===== config.mk =====
export PLATFORM = sky130hd
export DESIGN_NAME = ame_num_divide_flat
export DESIGN_NICKNAME = d
export VERILOG_FILES = /design/src/rtl/ame_pkg.sv /design/src/rtl/ame_num_divide_if.sv /design/src/rtl/ame_abs_sign.sv /design/src/rtl/ame_num_divide.sv /design/src/flat_wrapper.sv
export SDC_FILE = /design/constraint.sdc
export NUM_CORES = 1
export LEC_CHECK = 0
export CORE_ASPECT_RATIO = 1.4
export CORE_MARGIN = 3
export CORE_UTILIZATION = 55
export CTS_BUF_LIST = sky130_fd_sc_hd__clkbuf_4
export DETAILED_ROUTE_END_ITERATION = 6
export GPL_TIMING_DRIVEN = 0
export PLACE_DENSITY = 0.77
export SYNTH_ARGS = -nofsm -noshare
export SYNTH_HDL_FRONTEND = slang
export SYNTH_SLANG_ARGS = --single-unit

===== constraint.sdc =====
create_clock -name clk_i -period 13.9 [get_ports clk_i]
set_input_delay 2.085 -clock clk_i [delete_from_list [all_inputs] [get_ports clk_i]]
set_output_delay 2.085 -clock clk_i [all_outputs]
set_load 0.05 [all_outputs]

===== src/rtl/ame_pkg.sv =====
// rtl/ame_pkg.sv - shared types and widths for the affine-ME numerator divider
package ame_pkg;

    localparam int AME_DATA_BITS = 64;

    typedef enum logic [1:0] {IDLE, CALC, FIN} ame_div_state_t;

    // Which result FIN publishes: normal quotient, divide-by-zero, or MIN / -1 saturation.
    typedef enum logic [1:0] {PATH_NORM, PATH_DZ, PATH_OVF} ame_div_path_t;

endpackage


===== src/rtl/ame_num_divide_if.sv =====
// rtl/ame_num_divide_if.sv - request/result bundle between the ME controller and the divider
interface ame_num_divide_if
    import ame_pkg::*;
#(
    parameter int W = AME_DATA_BITS
);
    logic         div_init_i;
    logic [W-1:0] div_num_i;
    logic [W-1:0] div_den_i;
    logic         div_busy_o;
    logic         div_done_o;
    logic [W-1:0] div_quo_o;
    logic [W-1:0] div_rem_o;
    logic         div_dz_o;
    logic         div_ovf_o;

    modport master (
        output div_init_i, div_num_i, div_den_i,
        input  div_busy_o, div_done_o, div_quo_o, div_rem_o, div_dz_o, div_ovf_o
    );

    modport slave (
        input  div_init_i, div_num_i, div_den_i,
        output div_busy_o, div_done_o, div_quo_o, div_rem_o, div_dz_o, div_ovf_o
    );
endinterface


===== src/rtl/ame_abs_sign.sv =====
// rtl/ame_abs_sign.sv - magnitude and sign of a two's complement operand
module ame_abs_sign #(
    parameter int W = 64
) (
    input  logic [W-1:0] val,
    output logic [W:0]   mag,
    output logic         neg
);
    logic [W:0] ext;

    // One extra bit so that |MIN| = 2^(W-1) is representable.
    assign ext = {val[W-1], val};
    assign neg = val[W-1];
    assign mag = neg ? -ext : ext;
endmodule


===== src/rtl/ame_num_divide.sv =====
// rtl/ame_num_divide.sv - radix-2 non-performing signed divider, one quotient bit per clock
module ame_num_divide
    import ame_pkg::*;
#(
    parameter int COMP_DATA_BITS = AME_DATA_BITS
) (
    input  logic            clk_i,
    input  logic            rst_i,
    ame_num_divide_if.slave div_if
);
    localparam int N     = COMP_DATA_BITS;
    localparam int CNT_W = $clog2(N + 1);
    localparam logic [N-1:0] MAX_POS = {1'b0, {(N-1){1'b1}}};
    localparam logic [N-1:0] MIN_NEG = {1'b1, {(N-1){1'b0}}};

    ame_div_state_t state;
    ame_div_path_t  path;

    logic [N:0]       num_mag;
    logic [N:0]       den_mag;
    logic             num_neg;
    logic             den_neg;
    logic [N:0]       divisor;
    logic [N:0]       prem;
    logic [N-1:0]     quo_acc;
    logic             rem_neg;
    logic             quo_neg;
    logic [CNT_W-1:0] cnt;
    logic [N+1:0]     trial;
    logic             den_zero;
    logic             ovf_case;

    ame_abs_sign #(.W(N)) u_num_abs (
        .val (div_if.div_num_i),
        .mag (num_mag),
        .neg (num_neg)
    );

    ame_abs_sign #(.W(N)) u_den_abs (
        .val (div_if.div_den_i),
        .mag (den_mag),
        .neg (den_neg)
    );

    assign den_zero = (div_if.div_den_i == '0);
    assign ovf_case = (div_if.div_num_i == MIN_NEG) && (&div_if.div_den_i);

    // Dividend bits stream out of quo_acc's MSB while quotient bits fill its LSB.
    assign trial = {prem, quo_acc[N-1]} - {1'b0, divisor};

    always_ff @(posedge clk_i or posedge rst_i) begin
        if (rst_i) begin
            state             <= IDLE;
            path              <= PATH_NORM;
            divisor           <= '0;
            prem              <= '0;
            quo_acc           <= '0;
            rem_neg           <= 1'b0;
            quo_neg           <= 1'b0;
            cnt               <= '0;
            div_if.div_busy_o <= 1'b0;
            div_if.div_done_o <= 1'b0;
            div_if.div_quo_o  <= '0;
            div_if.div_rem_o  <= '0;
            div_if.div_dz_o   <= 1'b0;
            div_if.div_ovf_o  <= 1'b0;
        end else begin
            case (state)
                IDLE: begin
                    div_if.div_done_o <= 1'b0;
                    // A request coinciding with the done pulse is dropped; it must be held or reissued.
                    if (div_if.div_init_i && !div_if.div_done_o) begin
                        divisor           <= den_mag;
                        quo_acc           <= num_mag[N-1:0];
                        rem_neg           <= num_neg;
                        quo_neg           <= num_neg ^ den_neg;
                        cnt               <= '0;
                        div_if.div_busy_o <= 1'b1;
                        if (den_zero) begin
                            prem  <= num_mag;
                            path  <= PATH_DZ;
                            state <= FIN;
                        end else if (ovf_case) begin
                            prem  <= '0;
                            path  <= PATH_OVF;
                            state <= FIN;
                        end else begin
                            prem  <= '0;
                            path  <= PATH_NORM;
                            state <= CALC;
                        end
                    end
                end
                CALC: begin
                    prem    <= trial[N+1] ? {prem[N-1:0], quo_acc[N-1]} : trial[N:0];
                    quo_acc <= {quo_acc[N-2:0], ~trial[N+1]};
                    cnt     <= cnt + 1'b1;
                    if (cnt == CNT_W'(N - 1)) begin
                        state <= FIN;
                    end
                end
                FIN: begin
                    div_if.div_done_o <= 1'b1;
                    div_if.div_busy_o <= 1'b0;
                    state             <= IDLE;
                    case (path)
                        PATH_DZ: begin
                            div_if.div_quo_o <= '0;
                            div_if.div_rem_o <= rem_neg ? -prem[N-1:0] : prem[N-1:0];
                            div_if.div_dz_o  <= 1'b1;
                            div_if.div_ovf_o <= 1'b0;
                        end
                        PATH_OVF: begin
                            div_if.div_quo_o <= MAX_POS;
                            div_if.div_rem_o <= '0;
                            div_if.div_dz_o  <= 1'b0;
                            div_if.div_ovf_o <= 1'b1;
                        end
                        default: begin
                            div_if.div_quo_o <= quo_neg ? -quo_acc : quo_acc;
                            div_if.div_rem_o <= rem_neg ? -prem[N-1:0] : prem[N-1:0];
                            div_if.div_dz_o  <= 1'b0;
                            div_if.div_ovf_o <= 1'b0;
                        end
                    endcase
                end
                default: state <= IDLE;
            endcase
        end
    end
endmodule


===== src/flat_wrapper.sv =====
// flat-port wrapper written by rule: the top's interface ports become plain ports
module ame_num_divide_flat import ame_pkg::*;
#(
    parameter int COMP_DATA_BITS = AME_DATA_BITS
)
  (clk_i, rst_i, div_if_div_init_i, div_if_div_num_i, div_if_div_den_i, div_if_div_busy_o, div_if_div_done_o, div_if_div_quo_o, div_if_div_rem_o, div_if_div_dz_o, div_if_div_ovf_o);
  ame_num_divide_if #(.W(64)) div_if_i ();
  input  logic clk_i;
  input  logic rst_i;
  input wire logic [$bits(div_if_i.div_init_i)-1:0] div_if_div_init_i;
  input wire logic [$bits(div_if_i.div_num_i)-1:0] div_if_div_num_i;
  input wire logic [$bits(div_if_i.div_den_i)-1:0] div_if_div_den_i;
  output wire logic [$bits(div_if_i.div_busy_o)-1:0] div_if_div_busy_o;
  output wire logic [$bits(div_if_i.div_done_o)-1:0] div_if_div_done_o;
  output wire logic [$bits(div_if_i.div_quo_o)-1:0] div_if_div_quo_o;
  output wire logic [$bits(div_if_i.div_rem_o)-1:0] div_if_div_rem_o;
  output wire logic [$bits(div_if_i.div_dz_o)-1:0] div_if_div_dz_o;
  output wire logic [$bits(div_if_i.div_ovf_o)-1:0] div_if_div_ovf_o;
  assign div_if_i.div_init_i = div_if_div_init_i;
  assign div_if_i.div_num_i = div_if_div_num_i;
  assign div_if_i.div_den_i = div_if_div_den_i;
  assign div_if_div_busy_o = div_if_i.div_busy_o;
  assign div_if_div_done_o = div_if_i.div_done_o;
  assign div_if_div_quo_o = div_if_i.div_quo_o;
  assign div_if_div_rem_o = div_if_i.div_rem_o;
  assign div_if_div_dz_o = div_if_i.div_dz_o;
  assign div_if_div_ovf_o = div_if_i.div_ovf_o;
  ame_num_divide #(.COMP_DATA_BITS(COMP_DATA_BITS)) u_core (.clk_i(clk_i), .rst_i(rst_i), .div_if(div_if_i));
endmodule

== Word-level counts from Yosys, hierarchy flattened ==
Index checks and enable logic that the tools add are counted.
Word-level totals
  register bits after elaboration: 339
  bits of input ports: 131
Operators by class
  add/subtract/negate cells: 6
  eq/ne operators: 8
  multiplexer cells: 26
  bitwise logic cells: 2
  reductions and logical operators: 12
Operator list (number)
  $mux 65: 5
  $mux 64: 4
  $pmux 64 s2: 2
  $neg 65->65: 2
  $pmux 65 s2: 1
  $neg 64->64: 2
  $sub 66x65->66: 1
  $eq 64x64->1 const B: 1
  $logic_not 64->1: 1
  $reduce_and 64->1: 1
  $pmux 7 s2: 1
  $mux 2: 6
  $reduce_and 2->1: 4
  $add 7x1->7 const B: 1
  $eq 7x6->1 const B: 1
  $mux 7: 1
  $eq 2x1->1 const B: 2
  $eq 2x2->1 const B: 2
  $ne 2x1->1 const B: 2
  $pmux 1 s2: 2
  $pmux 2 s2: 1
  $reduce_bool 2->1: 2
  $mux 1: 3
  $logic_and 1x1->1: 2
  4 further kinds: 4

== Depth between registers and ports, before layout ==
  depth after elaboration: 6
  mapped depth: 15
  mapped depth without buffers: 14

== Hierarchy ==
Synthesis repeated with hierarchy kept, for this count alone.
Unflattened totals
  cells, all modules: 2957
  area total of the unflattened synthesis: 23979.2 µm²
Modules (own cells, without submodules)
  ame_num_divide: instances 1, cells each 2547, area an instance 21171.6 µm², seq. area each 8483.1 µm²
  ame_abs_sign: instances 2, cells each 205, area an instance 1403.8 µm², seq. area each 0.0 µm²

== Least setup slack after synthesis ==
OpenSTA, ideal clock, no wires.
  kind: input -> register
  start: in div_if_div_den_i[15]
  end: reg u_core.prem[0]
  arrival time: 4912 ps
  path slack: 8922 ps
  stages on the path: 9
  cells stage by stage: or4_1 > or4_1 > nor3b_2 > and2_1 > nand4_1 > or4_1 > clkbuf_1 > o311ai_0 > o31a_1
Between the ends
  cells in the longest elaborated chain, start to end: 4
Ends and longest elaborated chain
  from (decl): line flat_wrapper.sv:12  | input wire logic [$bits(div_if_i.div_den_i)-1:0] div_if_div_den_i;
  $logic_not 64->1: line ame_num_divide.sv:45  | assign den_zero = (div_if.div_den_i == '0);
  $mux 65: line ame_num_divide.sv:79  | if (den_zero) begin
  $mux 65: line ame_num_divide.sv:72  | if (div_if.div_init_i && !div_if.div_done_o) begin
  $pmux 65 s2: line ame_num_divide.sv:68  | case (state)
  to (signal assigned): line ame_num_divide.sv:80  | prem <= num_mag;
  to (signal assigned): line ame_num_divide.sv:95  | prem <= trial[N+1] ? {prem[N-1:0], quo_acc[N-1]} : trial[N:0];
  to (decl): line ame_num_divide.sv:24  | logic [N:0] prem;
Every way passes these cells. The select of a mux whose other input is x is not followed.
A chain may end at the register's enable or synchronous reset.

== Final worst setup path ==
  start: in div_if_div_den_i[16]
  end: reg u_core.prem[13]
The elaborated chain is that of the path after synthesis.

==> summary.txt <==
Run status
  • Status: finished with violations
  • Violated checks: DRC, capacitance limit, slew limit

CTS
  • CTS Hold Buffers Added: 0
  • Postcts setup bufs: 0
  • Max H-tree Level: 3
  • Clk slew on worst S/H paths: 0.07 ns
  • TritonCTS Buffers: 86
  • CTS resizes: 0
  • # clock sinks: around 340
  • CTS tree: done
  • Clk root buf: clkbuf_4
  • Clk_lat worst skew: roughly 0.85 ns
  • CTS Buffer Depth: 3

Global routing
  • Grt met3 use: 6.348%
  • Largest net degree at the start of global routing: ~120
  • First-pass GRT wire length: 136000 um
  • Initial antenna violation count: 4
  • GR Overflow Total: 0
  • Global Route met2 Usage: 65.73%
  • GRT Util Overall: 38.71%
  • Vias in the first global route: roughly 24000
  • Grt peak-use layer: met2
  • Met1 usage: 44.07%

Die
  • Die Width: 180.7 um
  • Core area: 0.04220 mm2
  • IO Count: 263
  • Die extent in y: about 250 um
  • DIE AREA: 0.04527 mm2
  • Initial Util: 55.67%
  • Row count: 89

Cells and area
  • Share of cells above drive strength 1: 5.513%
  • Final nets: about 3400
  • Area Growth Syn to Fin: 19.02%
  • Finished Cell Area: around 0.028 mm2

Routing
  • DRT antenna net count: 0
  • Vias post-DR: 24090
  • Drt total wl: 90290 um
  • Avg WL per Cell: 23.88 um
  • Post-route DRC: 1
  • Vias/cell: 6.370
  • DRT iter0 DRCs: 2083
  • Drt first pass iters: 7

Timing
  • Final Worst Setup Slack: 7.495 ns
  • Final count of pins violating max slew: 11
  • # setup viols final: 0
  • Skew final: 0.06756 ns
  • Crit share post-route: 46.08%
  • Fin Hold WS: between 0.4 and 0.5 ns
  • Slew of the pin with the lowest slew margin: 1.534 ns
  • Relative slew slack: -3.015%
  • Min Tclk post-route: 6.405 ns
  • RSZ-0062 raised after global routing: false
  • Final hold violations: 0
  • Maximum clock rate: 156.1 MHz

Worst hold path
  • Hold path depth: 1
  • Min-delay worst type: flip-flop to flip-flop

Worst setup path
  • Worst Reg-to-Reg Cells: 14
  • CP Depth: 10
  • Worst Path Arrival: 7.14 ns
  • Startpoint Class: input port
  • CP bufs+invs: 2
  • Worst path top cell family by delay: simple AND/OR/NAND/NOR gates
  • Slowest CP cell: nor4_1
  • Max FO, Critical Path: 10
  • Setup crit end kind: flip-flop
  • Worst path cell trace: clkdlybuf4s50_1 -> or4_1 -> or4_1 -> nor3b_2 -> and2_1 -> nand4_1 -> nor4_1 -> clkbuf_1 -> a221oi_1 -> a31oi_1
  • Critical path's largest stage delay: 1.17 ns
  • Required time worst endpoint: about 15 ns
  • Worst Setup Path Type: input port to flip-flop
  • Most frequent CP cell: or4_1

Logic synthesis
  • Mapped Nets: 3018
  • YS warnings: 0
  • Synth top area cells: dfrtp_1 36%, xor2_1 8.9%, o21ai_0 6.8%
  • Average size of a mapped cell: roughly 8.4 um2
  • Yosys reg bits: 339
  • Complex-gate fraction of the synthesized area: between 20 and 30%
  • Cell Area, Synth: approximately 0.023 mm2
  • Largest family of logic cells by synthesized area: compound AO/OA/AOI/OAI gates
  • Number of enable flip-flop cells after synthesis: 0
  • Multiplexer share of the synthesized area: around 1.2%
  • Top cell type by total area after synthesis: dfrtp_1
  • Mapped Cells: between 2000 and 3000
  • Post-Synth XOR/XNOR Area: 11.44%
  • Area share of fa/ha/maj cells after synthesis: under 10%
  • Synth top cells by count: 403 x nand2_1, 339 x dfrtp_1, 318 x o21ai_0
  • Post-synthesis simple-gate area fraction: 17.38%
  • Distinct cells, synth: 71
  • Sequential fraction of the synthesis area: 36.10%
  • Post-synth ARST share: 100.0%
  • Top FF cell, synth: dfrtp_1
  • Most frequent cell after synthesis: nand2_1
  • Post-synth top area share: between 30% and 40%

Pwr
  • Leakage: 12.00 nW
  • VDD IR max: 0.1075 mV
  • Pwr/cell area: 179.2 mW/mm2

Flow run
  • Max-Cap Viols: 1

Place
  • HPWL after DPL: 72000 um
  • Place WS: ~6.8 ns
  • Placed Area: about 0.027 mm2
  • Routability cong.: 1.031
  • Port bufs: 261
through the flow:
stage	TNS [ns]	cells	utilization, %	power (W)
final	0	3781	66.26	0.005010
after global routing	0	3778	66.24	0.005334
after CTS	0	3774	66.22	0.004942
after detailed placement	0	3622	63.63	0.004071
after global placement	-377.39	3620	63.48	0.004008
after floorplan	0	2813	-	0.003264
metal layers:
layer	vias up	wire (um)
li1	10960	-
met1	11340	32230
met2	1386	43120
met3	397	7321
met4	2	7607
met5	-	13
power by group:
part           total [W]  switching [W]  internal, W
Combinational    0.00255        0.00155      0.00100
Clock           0.000872       0.000443     0.000429
Sequential       0.00158       0.000388      0.00120
Total            0.00501        0.00238      0.00263
flip-flops by register name, indices dropped and copies added (netlist names), 2 cells and up:
signal / flops
u_core.state: 2
u_core.prem: 65
u_core.quo_acc: 64
u_core.divisor: 65
u_core.div_if.div_rem_o: 64
u_core.div_if.div_quo_o: 64
u_core.path: 2
u_core.cnt: 7
cell type report:
cell class	count	area, um2
inverters	105	401.6
clock buffers	116	870.8
clock inverters	36	220.2
multi-input cells	2187	13900
flip-flops and latches	339	8483
fillers	3622	14240
well taps	546	683.2
repair buffers	264	2673
diodes	6	15.01
plain buffers	182	716.9
cells in the final DEF (no fill, tap or decap), types with 6 or more instances in the layout:
cell type	count
a211oi_1	83
a21o_1	82
a21oi_1	138
a221o_1	23
a221oi_1	24
a22oi_1	18
a31oi_1	49
and2_1	7
and3_1	10
buf_1	7
clkbuf_1	167
clkbuf_4	116
clkdlybuf4s50_1	261
clkinv_1	25
dfrtp_1	339
diode_2	6
ha_1	73
inv_1	104
mux2i_1	27
nand2_1	403
nand2b_1	21
nand3_1	32
nand4_1	41
nor2_1	132
nor2b_1	21
nor3_1	52
nor4_1	26
o211ai_1	10
o21a_1	10
o21ai_0	318
o21bai_1	9
o22ai_1	6
o31ai_1	81
o41ai_1	41
or2_2	13
or3_1	28
or4_1	32
xnor2_1	69
xor2_1	238
worst paths after layout:
path                                                   from                     endpoint  slack [ns]
worst min register to register  u_core.div_if.div_quo_o[16]  u_core.div_if.div_quo_o[16]        0.48
min in group asynchronous                             rst_i  u_core.div_if.div_quo_o[13]        1.75
worst max register to register               u_core.prem[7]               u_core.prem[7]        8.16
worst max-delay path                   div_if_div_den_i[16]              u_core.prem[13]        7.50
max in group asynchronous                             rst_i              u_core.prem[54]       10.55
worst min-delay path            u_core.div_if.div_quo_o[16]  u_core.div_if.div_quo_o[16]        0.48
cell families (layout without fill, tap and decap cells):
| kind of cell | Yosys count | count (layout) |
|---|---|---|
| compound gates | 924 | 924 |
| xor+xnor | 307 | 307 |
| fa+ha+maj | 74 | 74 |
| buf+inv | 287 | 703 |
| flops | 339 | 339 |
| mux | 27 | 27 |
| other cells | 0 | 6 |
| simple gates | 855 | 855 |
No activity file was read; power rests on OpenSTA's default activity.
==> RTL change: new RTL, config.mk and constraints unchanged <==
Reset style: synchronous (`rst_i`), changed in one clocked block.
--- a/src/rtl/ame_num_divide.sv
+++ b/src/rtl/ame_num_divide.sv
@@ -49,5 +49,5 @@
     assign trial = {prem, quo_acc[N-1]} - {1'b0, divisor};
 
-    always_ff @(posedge clk_i or posedge rst_i) begin
+    always_ff @(posedge clk_i) begin
         if (rst_i) begin
             state             <= IDLE;
Behaviour: differs if rst_i is asserted again (counterexample within 4 cycles, from zero or initial values and one cycle with rst_i high); with rst_i held inactive, the same outputs for 4 cycles.
==> RTL change against the unedited design <==
Routed wire length decreased by 0.41%; combinational power fell by 40%; sequential cell count unchanged; setup slack worse by 0.30 ns; area after synthesis fell by 3.0%; sequential share of layout area shrank 5.4 points; power fell by 28%; design area shrank 2.8%; critical path type unchanged.
==> RTL change: results (changes against the unedited design) <==
end of the critical path=u_core.prem[21]$_SDFFE_PP0P_; outcome=finished, final reports clean; Largest stage delay, worst path=0.65 ns (-0.52 ns); iteration-0 DRC count of the detailed router=2714 (+30%); slowest library cell on the worst path=sky130_fd_sc_hd__nor2_1; Port Buffer Count=262 (+0.38%); hold_ws=0.449 ns (-0.0282 ns); total wire length=89900 µm (-0.41%); final-stage net count=3571 (+6.0%); Routed wire per std cell=22.7 µm (-4.8%); first element of the critical path=div_if_div_den_i[0]; Lkg Pwr=10.0 nW (-16%); share of final-layout standard cells stronger than drive strength 1=5.06% (-0.45 points); slew at the pin closest to its max-slew limit=1.21 ns (-0.327 ns); total track usage=39.6% (+0.85 points); cell count after placement=3811 (+5.2%); largest voltage drop on the vdd net=0.0616 mV (-43%); asr flop ratio synth=0% (-100 points); DP Wirelength=71800 µm (-0.25%); clock period minus final worst setup slack=6.70 ns (+0.298 ns); largest net degree at the start of global routing=12 (-90%); sequential share of the synthesized area=29.8% (-6.3 points); arrival time at the worst endpoint=7.45 ns (+0.31 ns); unique cell type count in the Yosys netlist=68 (-4.2%); worst flop-to-flop path endpoint=u_core.prem[50]$_SDFFE_PP0P_; slack of the worst reg-to-reg path=8.22 ns (+0.06 ns)
## RTL change: changes by cell type after synthesis, moves of 35 or more
cell                       change
sky130_fd_sc_hd__dfrtp_1     -339
sky130_fd_sc_hd__dfxtp_1     +339
sky130_fd_sc_hd__nor2_1      +183
sky130_fd_sc_hd__a21oi_1     +141
sky130_fd_sc_hd__nand2_1     -121
sky130_fd_sc_hd__o21ai_0     -109
sky130_fd_sc_hd__a22oi_1      +94
sky130_fd_sc_hd__xor2_1       -56
sky130_fd_sc_hd__xnor2_1      +55
sky130_fd_sc_hd__a211oi_1     +40
sky130_fd_sc_hd__a21o_1       -35
## RTL change: worst min-delay path by stage
stage / to
after global placement: u_core.div_if.div_quo_o[60]$_SDFFE_PP0P_
after CTS: u_core.div_if.div_quo_o[42]$_SDFFE_PP0P_
final: u_core.div_if.div_quo_o[42]$_SDFFE_PP0P_
after detailed placement: u_core.div_if.div_quo_o[42]$_SDFFE_PP0P_
after floorplan: u_core.divisor[64]$_SDFFE_PP0P_
after global routing: u_core.div_if.div_quo_o[44]$_SDFFE_PP0P_
## RTL change: cells by family after synthesis
logic type      synth area share (%)
compound gates                  27.7
simple gates                    19.3
flops                           29.8
buf+inv                         5.21
xor+xnor                        11.8
fa+ha+maj                       4.10
mux                             2.06
## RTL change: layer usage
layer | routed length [µm] | GRT usage [%] | part of all wire (%)
met4 | 6930 | 26.8 | 7.7
met5 | 0 | 0 | 0
met2 | 42700 | 68.0 | 47
met1 | 31900 | 44.2 | 35
met3 | 8410 | 6.93 | 9.4
## RTL change: power by group through the flow
stage                     Clock [W]  Combinational, W  Sequential [W]
after detailed placement          0           0.00149         0.00120
after floorplan                   0           0.00101         0.00120
after CTS                  0.000882           0.00150         0.00117
final                      0.000885           0.00154         0.00118
after global placement            0           0.00147         0.00119
after global routing       0.000942           0.00166         0.00119
## RTL change: through the flow
step | utilization, % | area, µm²
5_1_grt | 66.9 | 27200
3_3_place_gp | 64.2 | 26100
6_report | 66.9 | 27200
2_1_floorplan | - | 22800
4_1_cts | 66.9 | 27200
3_5_place_dp | 64.2 | 26100
## RTL change: critical path, delay by kind of cell
kind | cells | cell delay [ns]
AOI/OAI and AO/OA | 3 | 0.49
adders and majority gates | 1 | 0.21
and+or+nand+nor | 8 | 3.34
buffers and inverters | 4 | 1.29
## RTL change: cell type report
cell class	count	area, µm²	share of cell area, %
diodes	1	2.50	0.00921
plain buffers	212	800	2.94
clock buffers	115	863	3.18
clock inverters	26	211	0.778
inverters	103	387	1.42
multi-input cells	2360	14800	54.5
flip-flops and latches	339	6790	25.0
well taps	534	668	2.46
repair buffers	264	2640	9.71
